--- config.mk ---
export PLATFORM = sky130hd
export DESIGN_NAME = dram_line_sequencer_flat
export DESIGN_NICKNAME = d
export VERILOG_FILES = /design/src/rtl/dram_line_sequencer_if.sv /design/src/rtl/dram_line_sequencer.sv /design/src/flat_wrapper.sv
export SDC_FILE = /design/constraint.sdc
export NUM_CORES = 2
export LEC_CHECK = 0
export ABC_AREA = 1
export ABC_CLOCK_PERIOD_IN_PS = 2790
export CORE_AREA = 2 2 360 362
export DETAILED_ROUTE_END_ITERATION = 6
export DIE_AREA = 0 0 362 364
export HOLD_SLACK_MARGIN = 0.08
export PLACE_DENSITY = 0.53
export SLEW_MARGIN = 10
export SYNTH_ARGS = -nofsm -noshare
export SYNTH_HDL_FRONTEND = slang
export SYNTH_SLANG_ARGS = --single-unit
--- constraint.sdc ---
create_clock -name gclk -period 2.79 [get_ports gclk]
set_input_delay 0.558 -clock gclk [delete_from_list [all_inputs] [get_ports gclk]]
set_output_delay 0.558 -clock gclk [all_outputs]
set_load 0.01 [all_outputs]
--- src/rtl/dram_line_sequencer_if.sv ---
// Bus bundle for dram_line_sequencer: client request/response channel plus the
// memory controller's address FIFO, write buffer and read buffer ports.
// Also declares iu_clk_type, the clock bundle used for gclk.
// The sequencer uses the slave modport; the client/controller side uses master.

typedef struct packed {
  logic clk;
} iu_clk_type;

interface dram_line_sequencer_if;
  // Client request channel
  logic         req_valid;
  logic         req_ready;
  logic         req_we;
  logic [27:0]  req_addr;
  logic [287:0] req_wdata;
  // Client response channel
  logic         resp_valid;
  logic         resp_ready;
  logic [287:0] resp_data;
  logic         resp_err;
  // Controller address FIFO
  logic [27:0]  af_addr;
  logic         af_read;
  logic         af_we;
  logic         af_full;
  // Controller write buffer
  logic [143:0] wb_data;
  logic         wb_we;
  logic         wb_full;
  // Controller read buffer
  logic         rb_re;
  logic         rb_empty;
  logic [143:0] rb_data;

  modport slave (
    input  req_valid, req_we, req_addr, req_wdata,
    output req_ready,
    output resp_valid, resp_data, resp_err,
    input  resp_ready,
    output af_addr, af_read, af_we,
    input  af_full,
    output wb_data, wb_we,
    input  wb_full,
    output rb_re,
    input  rb_empty, rb_data
  );

  modport master (
    output req_valid, req_we, req_addr, req_wdata,
    input  req_ready,
    input  resp_valid, resp_data, resp_err,
    output resp_ready,
    input  af_addr, af_read, af_we,
    output af_full,
    input  wb_data, wb_we,
    output wb_full,
    input  rb_re,
    output rb_empty, rb_data
  );
endinterface

--- src/rtl/dram_line_sequencer.sv ---
// dram_line_sequencer: turns 288-bit line requests into memory-controller
// address FIFO / write buffer / read buffer traffic. Writes go out as one
// address plus two 144-bit beats; reads are issued immediately (up to
// MAX_OUTSTANDING in flight) and two read-buffer beats are gathered per response.
// Optional feature macro DRAM_BYTE_PARITY_EN: replaces each beat's ecc field
// with even byte parity on writes and flags parity errors on returned beats.

module dram_line_sequencer #(
  parameter int unsigned MAX_OUTSTANDING = 4
) (
  input iu_clk_type             gclk,
  input logic                   rst,
  dram_line_sequencer_if.slave  bus
);

  localparam logic [1:0] StIdle = 2'd0;
  localparam logic [1:0] StWr0  = 2'd1;
  localparam logic [1:0] StWr1  = 2'd2;

  localparam logic [3:0] MaxOut = 4'(MAX_OUTSTANDING);

  logic [1:0]   state_q, state_d;
  logic [27:0]  addr_q;
  logic [287:0] wdata_q;
  logic [3:0]   outstanding_q;
  logic [1:0]   pops_q;
  logic         cap_q;          // rb_re was pulsed last cycle, rb_data is valid now
  logic [143:0] beat0_q;
  logic         err0_q;
  logic         resp_valid_q;
  logic [287:0] resp_data_q;
  logic         resp_err_q;

  logic         idle;
  logic         wr_take;
  logic         rd_go;
  logic         wr0_go;
  logic         wr1_go;
  logic         rb_go;
  logic         resp_fire;
  logic [143:0] wb_beat0;
  logic [143:0] wb_beat1;
  logic         rb_bad;

`ifdef DRAM_BYTE_PARITY_EN
  function automatic logic [15:0] byte_parity(input logic [127:0] d);
    logic [15:0] p;
    for (int i = 0; i < 16; i++) begin
      p[i] = ^d[8*i +: 8];
    end
    return p;
  endfunction

  // Outgoing beats carry computed parity; returned beats are checked against it
  always_comb begin
    wb_beat0 = {byte_parity(wdata_q[127:0]), wdata_q[127:0]};
    wb_beat1 = {byte_parity(wdata_q[271:144]), wdata_q[271:144]};
    rb_bad   = (byte_parity(bus.rb_data[127:0]) != bus.rb_data[143:128]);
  end
`else
  // Ecc fields pass through untouched; no error reporting
  always_comb begin
    wb_beat0 = wdata_q[143:0];
    wb_beat1 = wdata_q[287:144];
    rb_bad   = 1'b0;
  end
`endif

  // Strobe decisions; every strobe is forced low while rst is high
  always_comb begin
    idle      = (state_q == StIdle);
    wr_take   = !rst && idle && bus.req_valid && bus.req_we;
    rd_go     = !rst && idle && bus.req_valid && !bus.req_we && !bus.af_full &&
                (outstanding_q < MaxOut);
    wr0_go    = !rst && (state_q == StWr0) && !bus.af_full && !bus.wb_full;
    wr1_go    = !rst && (state_q == StWr1) && !bus.wb_full;
    // Never drain the read buffer with a response pending or nothing in flight
    rb_go     = !rst && !bus.rb_empty && (outstanding_q != 4'd0) && (pops_q < 2'd2) &&
                !resp_valid_q;
    resp_fire = resp_valid_q && bus.resp_ready;
  end

  // Controller and client outputs
  always_comb begin
    bus.req_ready  = wr_take || rd_go;
    bus.af_we      = rd_go || wr0_go;
    bus.af_read    = rd_go;
    bus.af_addr    = idle ? bus.req_addr : addr_q;
    bus.wb_we      = wr0_go || wr1_go;
    bus.wb_data    = (state_q == StWr1) ? wb_beat1 : wb_beat0;
    bus.rb_re      = rb_go;
    bus.resp_valid = resp_valid_q;
    bus.resp_data  = resp_data_q;
    bus.resp_err   = resp_err_q;
  end

  // Write-sequencing FSM next state
  always_comb begin
    state_d = state_q;
    case (state_q)
      StIdle:  if (wr_take) state_d = StWr0;
      StWr0:   if (wr0_go)  state_d = StWr1;
      StWr1:   if (wr1_go)  state_d = StIdle;
      default: state_d = StIdle;
    endcase
  end

  // State, request latch, read tracking and response registers
  always_ff @(posedge gclk.clk) begin
    if (rst) begin
      state_q       <= StIdle;
      addr_q        <= '0;
      wdata_q       <= '0;
      outstanding_q <= '0;
      pops_q        <= '0;
      cap_q         <= 1'b0;
      beat0_q       <= '0;
      err0_q        <= 1'b0;
      resp_valid_q  <= 1'b0;
      resp_data_q   <= '0;
      resp_err_q    <= 1'b0;
    end else begin
      state_q <= state_d;
      if (wr_take) begin
        addr_q  <= bus.req_addr;
        wdata_q <= bus.req_wdata;
      end
      // A simultaneous issue and retire cancel out
      if (rd_go && !resp_fire) begin
        outstanding_q <= outstanding_q + 4'd1;
      end else if (!rd_go && resp_fire) begin
        outstanding_q <= outstanding_q - 4'd1;
      end
      cap_q <= rb_go;
      if (rb_go) begin
        pops_q <= pops_q + 2'd1;
      end
      // pops_q == 2 here means the beat arriving now is the second of the line
      if (cap_q) begin
        if (pops_q == 2'd2) begin
          resp_data_q  <= {bus.rb_data, beat0_q};
          resp_err_q   <= err0_q || rb_bad;
          resp_valid_q <= 1'b1;
          pops_q       <= 2'd0;
        end else begin
          beat0_q <= bus.rb_data;
          err0_q  <= rb_bad;
        end
      end
      if (resp_fire) begin
        resp_valid_q <= 1'b0;
      end
    end
  end

endmodule

--- src/flat_wrapper.sv ---
// flat-port wrapper written by rule: the top's interface ports become plain ports
module dram_line_sequencer_flat 
#(
  parameter int unsigned MAX_OUTSTANDING = 4
)
  (gclk, rst, bus_req_valid, bus_req_we, bus_req_addr, bus_req_wdata, bus_req_ready, bus_resp_valid, bus_resp_data, bus_resp_err, bus_resp_ready, bus_af_addr, bus_af_read, bus_af_we, bus_af_full, bus_wb_data, bus_wb_we, bus_wb_full, bus_rb_re, bus_rb_empty, bus_rb_data);
  dram_line_sequencer_if bus_i ();
  input iu_clk_type gclk;
  input logic rst;
  input wire logic [$bits(bus_i.req_valid)-1:0] bus_req_valid;
  input wire logic [$bits(bus_i.req_we)-1:0] bus_req_we;
  input wire logic [$bits(bus_i.req_addr)-1:0] bus_req_addr;
  input wire logic [$bits(bus_i.req_wdata)-1:0] bus_req_wdata;
  output wire logic [$bits(bus_i.req_ready)-1:0] bus_req_ready;
  output wire logic [$bits(bus_i.resp_valid)-1:0] bus_resp_valid;
  output wire logic [$bits(bus_i.resp_data)-1:0] bus_resp_data;
  output wire logic [$bits(bus_i.resp_err)-1:0] bus_resp_err;
  input wire logic [$bits(bus_i.resp_ready)-1:0] bus_resp_ready;
  output wire logic [$bits(bus_i.af_addr)-1:0] bus_af_addr;
  output wire logic [$bits(bus_i.af_read)-1:0] bus_af_read;
  output wire logic [$bits(bus_i.af_we)-1:0] bus_af_we;
  input wire logic [$bits(bus_i.af_full)-1:0] bus_af_full;
  output wire logic [$bits(bus_i.wb_data)-1:0] bus_wb_data;
  output wire logic [$bits(bus_i.wb_we)-1:0] bus_wb_we;
  input wire logic [$bits(bus_i.wb_full)-1:0] bus_wb_full;
  output wire logic [$bits(bus_i.rb_re)-1:0] bus_rb_re;
  input wire logic [$bits(bus_i.rb_empty)-1:0] bus_rb_empty;
  input wire logic [$bits(bus_i.rb_data)-1:0] bus_rb_data;
  assign bus_i.req_valid = bus_req_valid;
  assign bus_i.req_we = bus_req_we;
  assign bus_i.req_addr = bus_req_addr;
  assign bus_i.req_wdata = bus_req_wdata;
  assign bus_req_ready = bus_i.req_ready;
  assign bus_resp_valid = bus_i.resp_valid;
  assign bus_resp_data = bus_i.resp_data;
  assign bus_resp_err = bus_i.resp_err;
  assign bus_i.resp_ready = bus_resp_ready;
  assign bus_af_addr = bus_i.af_addr;
  assign bus_af_read = bus_i.af_read;
  assign bus_af_we = bus_i.af_we;
  assign bus_i.af_full = bus_af_full;
  assign bus_wb_data = bus_i.wb_data;
  assign bus_wb_we = bus_i.wb_we;
  assign bus_i.wb_full = bus_wb_full;
  assign bus_rb_re = bus_i.rb_re;
  assign bus_i.rb_empty = bus_rb_empty;
  assign bus_i.rb_data = bus_rb_data;
  dram_line_sequencer #(.MAX_OUTSTANDING(MAX_OUTSTANDING)) u_core (.gclk(gclk), .rst(rst), .bus(bus_i));
endmodule
# == After elaboration in Yosys (flattened, before gate mapping) ==
# Index checks and enable logic that the tools add are counted.
# totals
ramBits,0
rom_bits,0
in_bits,468
register_bits,758
memories,0
elab_cells,68
latch_bits,0
# classes
n_div,0
shift,0
addsub,3
reduce_logical,36
mul,0
magnitude_cmp,2
n_mux,11
n_eq_ne,6
n_bitwise,1
# ops
cell,count
$mux W144,1
$mux W28,1
$logic_and A1 B1 Y1,18
$mux W2,6
$logic_not A1 Y1,8
$mux W4,2
$pmux W2 S3,1
$add A4 B1 Y4 const B,1
$eq A2 B2 Y1 const B,2
$lt A4 B3 Y1 const B,1
$ne A2 B1 Y1 const B,2
$reduce_and A2 Y1,2
$reduce_bool A4 Y1,1
$sub A4 B1 Y4 const B,1
$logic_or A1 B1 Y1,3
$reduce_and A3 Y1,1
$add A2 B1 Y2 const B,1
$eq A2 B1 Y1 const B,1
$logic_not A2 Y1,1
$lt A2 B2 Y1 const B,1
$ne A2 B2 Y1 const B,1
$reduce_bool A2 Y1,1
$reduce_or A2 Y1,1
$not A1 Y1,1

# == Depth between registers and ports, before layout ==
# logic_depth
depth_word,10
depth_mapped,16
mapped_depth_nobuf,16

# == Worst setup path before layout ==
# OpenSTA, ideal clock, no wires.
# synth_timing
path_type,input to register
startpoint,input port rst
endpoint,register u_core.outstanding_q[2]
arrival_ps,2221
path_stages,12
path_buffers,1
slack_ps,453
path_cell_list,buf_6 > nor2_4 > nand2_1 > nor2_1 > nand3_1 > inv_1 > ha_1 > inv_1 > fa_1 > xor2_1 > o21ai_0 > inv_1
# synth_between
elab_chain_len,9
word_cells_on_any_way,11
classes_between,mux: 1; reduce/logical: 10
# synth_lines
item,line_no,text
from (decl),flat_wrapper.sv:9,input logic rst;
$logic_not A1 Y1 (*),dram_line_sequencer.sv:73,rd_go = !rst && idle && bus.req_valid && !bus.req_we && !bus.af_full &&
$logic_and A1 B1 Y1 (*) (5 in a row),dram_line_sequencer.sv:73,
named net bus_af_read,flat_wrapper.sv:20,output wire logic [$bits(bus_i.af_read)-1:0] bus_af_read;
$logic_not A1 Y1,dram_line_sequencer.sv:131,end else if (!rd_go && resp_fire) begin
$logic_and A1 B1 Y1,dram_line_sequencer.sv:131,
$reduce_bool A2 Y1 (no source line),--,
to (signal assigned),dram_line_sequencer.sv:130,outstanding_q <= outstanding_q + 4'd1;
to (signal assigned),dram_line_sequencer.sv:132,outstanding_q <= outstanding_q - 4'd1;
to (decl),dram_line_sequencer.sv:25,logic [3:0] outstanding_q;
# The timed path passes the listed nets; every way through them passes the cells marked *.
# A chain may end at the register's enable or synchronous reset.

# == Worst setup path after layout ==
# layout_timing
startpoint,register u_core.state_q[1]
endpoint,output port bus_wb_data[66]
# layout_between
elab_chain_len,2
# layout_lines
item,line_no,text
from (decl),dram_line_sequencer.sv:22,"logic [1:0] state_q, state_d;"
from (signal assigned),dram_line_sequencer.sv:111,state_q <= StIdle;
from (signal assigned),dram_line_sequencer.sv:123,state_q <= state_d;
$eq A2 B2 Y1,dram_line_sequencer.sv:90,bus.wb_data = (state_q == StWr1) ? wb_beat1 : wb_beat0;
$mux W144,dram_line_sequencer.sv:90,
to (decl),flat_wrapper.sv:23,output wire logic [$bits(bus_i.wb_data)-1:0] bus_wb_data;
# Every way passes these cells.

==> metrics.md <==
| Metric | Value |
|---|---|
| Status | `completed` |
| FMAX | `~0.37 GHz` |
| Num CTS Buffers | `89` |
| Startpoint Class | `flop` |
| Worst-Skew Late Latency | `0.68 ns` |
| Core area | `~130000 µm²` |
| Post-Syn Area | `~28000 µm²` |
| Power Density | `around 600 nW/µm²` |
| Antenna violations before repair | `26` |
| Crit. path cell count | `10` |
| Max incr delay on CP | `about 0.37 ns` |
| Inst Count DP | `slightly above 6000` |
| FF+latch count, synth | `758` |
| Final Core Density | `roughly 33%` |
| R2R cell count | `6` |
| Drt wl/cell | `roughly 18 µm` |
| Die Y-Extent | `364 µm` |
| Final Skew | `0.02494 ns` |
| Tightest Hold Check Type | `input pin to flop` |
| Crit path arrival time | `~2.2 ns` |
| Layout Nets | `about 5100` |
| CTS Sinks | `about 760` |
| Worst slew pin tran | `around 0.85 ns` |
| Clk root buf | `clkbuf_16` |
| Worst-path cell chain | `inv_4 -> nor2_4 -> buf_12 -> buf_16 -> buf_16 -> buf_12 -> buf_16 -> nand2_4 -> o21ai_2 -> buf_6` |
| First-pass GRT wire length | `~170 mm` |
| DRC | `0` |
| Routed Antenna Nets | `0` |
| Number of distinct library cells after synthesis | `27` |
| Slowest CP cell | `dfxtp_4` |
| Total buffers and inverters traversed by the critical path | `7` |
| Number of port buffers | `just over 900` |
| Synth Net Count | `approximately 4200` |
| Die X | `roughly 360 µm` |
| Die ar. | `around 130000 µm²` |
| Minimum clock period after layout | `about 2.7 ns` |
| Max Slew Vio Count | `0` |
| Setup violators final | `0` |
| Max Cap Viol | `0` |
| Layout cells sized above 1 | `10.06%` |
| Crit path kind | `flop to output port` |
| Final wirelength | `115.6 mm` |
| GP Congestion | `between 0.8 and 0.9` |
| CTS tree | `done` |
| FILL cells | `approximately 14000` |
| Non-Filler Instances | `roughly 6400` |
| Cells after synthesis | `around 3700` |
| Vias | `between 20000 and 30000` |
| CP top delay family | `buffers and inverters` |
| Largest net degree at the start of global routing | `approximately 150` |
| Seq/Total Area, Yosys | `54.05%` |
| Period utilization | `97.88%` |
| Hold Crit Depth | `3` |
| Leak | `between 15 and 20 nW` |
| Worst vdd ir | `between 0.4 and 0.5 mV` |
| HPWL after DPL | `slightly above 80 mm` |
| Initial Utilization | `between 20% and 30%` |
| CTS max path bufs | `3` |
| Vias in the first global route | `roughly 25000` |
| GR Util All Layers | `around 17%` |
| Io pins | `about 940` |
| DR iter-0 viols | `1854` |
| Critical path capture point type | `output port` |
| RSZ-0062 raised after global routing | `yes` |
| Worst path required time | `between 2 and 2.5 ns` |
| YS warnings | `0` |
| GR Overflow Total | `0` |
| Avg Cell Area, Syn | `7.557 µm²` |
| Row cnt | `approximately 130` |
| Drt first pass iters | `7` |
| Max-slew headroom | `between 40% and 50%` |
| Clock transition at path regs | `about 0.060 ns` |
| Final hold vios | `0` |
| Vias per inst | `around 4.3` |
| Layout area overhead | `52.55%` |
| Max Fanout on Critical Path | `7` |
| H-tree levels | `3` |
| Most used cell along the critical path | `buf_16` |
[cells in the mapped netlist]
library cell / n / area, µm²
buf_2: 114 / 570.6
xor2_1: 2 / 17.52
ha_1: 4 / 50.05
nand3_1: 148 / 740.7
and2_1: 1 / 6.260
inv_1: 186 / 698.2
nor2_4: 2 / 22.52
buf_6: 13 / 146.4
buf_1: 6 / 22.52
clkbuf_2: 1 / 5.000
nand2_2: 1 / 6.260
inv_2: 4 / 15.01
fa_1: 1 / 20.02
nor2_2: 1 / 6.260
conb_1: 1 / 3.750
nand3_4: 1 / 17.52
buf_4: 18 / 135.1
nor2_1: 880 / 3303
clkbuf_1: 133 / 499.2
o21ai_0: 777 / 3889
a21oi_1: 177 / 885.9
o21a_1: 1 / 7.510
dfxtp_1: 758 / 15170
a21boi_0: 1 / 7.510
nand2_1: 480 / 1802
o21ai_1: 3 / 15.01
xnor2_1: 1 / 8.760
[layout by cell type, fill, tap and decap left out, types with 3 or more instances in the layout]
cell             Yosys  routed
nor2_1             880     878
buf_4               18      72
nand2_4              0       4
nand2_1            480     466
bufinv_16            0       6
clkbuf_16            0      92
dlygate4sd2_1        0      40
nand3_1            148     147
clkdlybuf4s50_1      0     757
clkinv_8             0       3
clkbuf_8             0      27
inv_4                0       3
o21ai_1              3      30
a21oi_1            177     177
o21ai_2              0      31
ha_1                 4       4
clkinv_2             0       6
buf_16               0      16
dfxtp_1            758     756
buf_12               0      39
buf_6               13      17
inv_1              186     184
clkdlybuf4s15_1      0       5
clkbuf_1           133      22
nand2_2              1      10
o21ai_0            777     717
buf_8                0       4
nor2_4               2       4
clkbuf_2             1       4
diode_2              0      17
buf_2              114     112
[cells by family after synthesis]
logic type               share of synthesized area, %
AO/OA/AOI/OAI                                   17.11
buffers and inverters                           7.451
flip-flops                                      54.05
AND/OR/NAND/NOR                                 21.03
adder cells (fa/ha/maj)                        0.2496
other                                         0.01336
XOR/XNOR                                      0.09360
[stage by stage]
stage	TNS (ns)	cell area, µm²	power, mW	setup slack [ns]	hold slack (ns)
final	0	42830	25.60	0.05927	0.4278
after CTS	-1.430	42670	26.02	-0.1213	0.3527
after global placement	-0.06488	39400	13.88	-0.05453	0.4313
after floorplan	0	28080	12.43	0.4530	0.4239
after detailed placement	0	39400	13.89	0.003373	0.4361
after global routing	-0.3079	42830	26.67	-0.05646	0.3969
[where the power goes]
part / internal [mW] / switching, mW / total, mW
sequential: 11.2 / 0.150 / 11.3
combinational: 1.14 / 1.15 / 2.29
clock: 7.17 / 4.82 / 12.0
total: 19.5 / 6.12 / 25.6
[state kept, by name, indices dropped and copies added (netlist names)]
register and cells:
u_core.cap_q 1, u_core.addr_q 28, u_core.outstanding_q 4, u_core.beat0_q 144, u_core.wdata_q 288, u_core.state_q 2
u_core.bus.resp_data 288, u_core.pops_q 2, u_core.bus.resp_valid 1
[worst reg2reg max path: stages, from the launching register on]
cell     delay [ns]
dfxtp_1        0.36
ha_1           0.33
nand2_8        0.22
inv_8          0.44
buf_4          0.49
nor2_1         0.10
nor2_1         0.10
[layer usage]
layer	global-route usage, %	vias up	share of wire, %
met3	5.050	210	7.1
met5	0.2542	-	0.12
met2	27.37	770	48
li1	-	13740	-
met1	19.78	12540	41
met4	6.920	14	3.6
[timing repair]
action                     4_1_cts  5_1_grt
buffers inserted                16        4
hold buffers                     0        0
gates resized for setup        774       50
pin swaps                        3        1
setup endpoints to repair      176       89
cloned                          14        3
[final cells by class]
cell class / count / area, µm² / area share [%]
tap: 1675 / 2096 / 4.893
multi-input combinational: 2482 / 11040 / 25.77
clock buffer: 138 / 2681 / 6.260
inverter: 190 / 735.7 / 1.718
clock inverter: 20 / 344.1 / 0.8034
sequential: 758 / 15180 / 35.44
antenna: 17 / 42.54 / 0.09933
timing repair buffer: 1073 / 10710 / 25.02
[final timing paths]
check                                   start                                endpoint  slack (ns)
max            u_core.state_q[1]$_SDFFE_PP0P_                         bus_wb_data[66]        0.06
min                        bus_req_wdata[222]        u_core.wdata_q[222]$_SDFFE_PP0P_        0.43
max reg2reg       u_core.pops_q[1]$_SDFF_PP0_  u_core.bus.resp_data[226]$_SDFFE_PP0P_        0.69
min reg2reg  u_core.wdata_q[111]$_SDFFE_PP0P_        u_core.wdata_q[111]$_SDFFE_PP0P_        0.44
(Power assumes the default switching activity.)
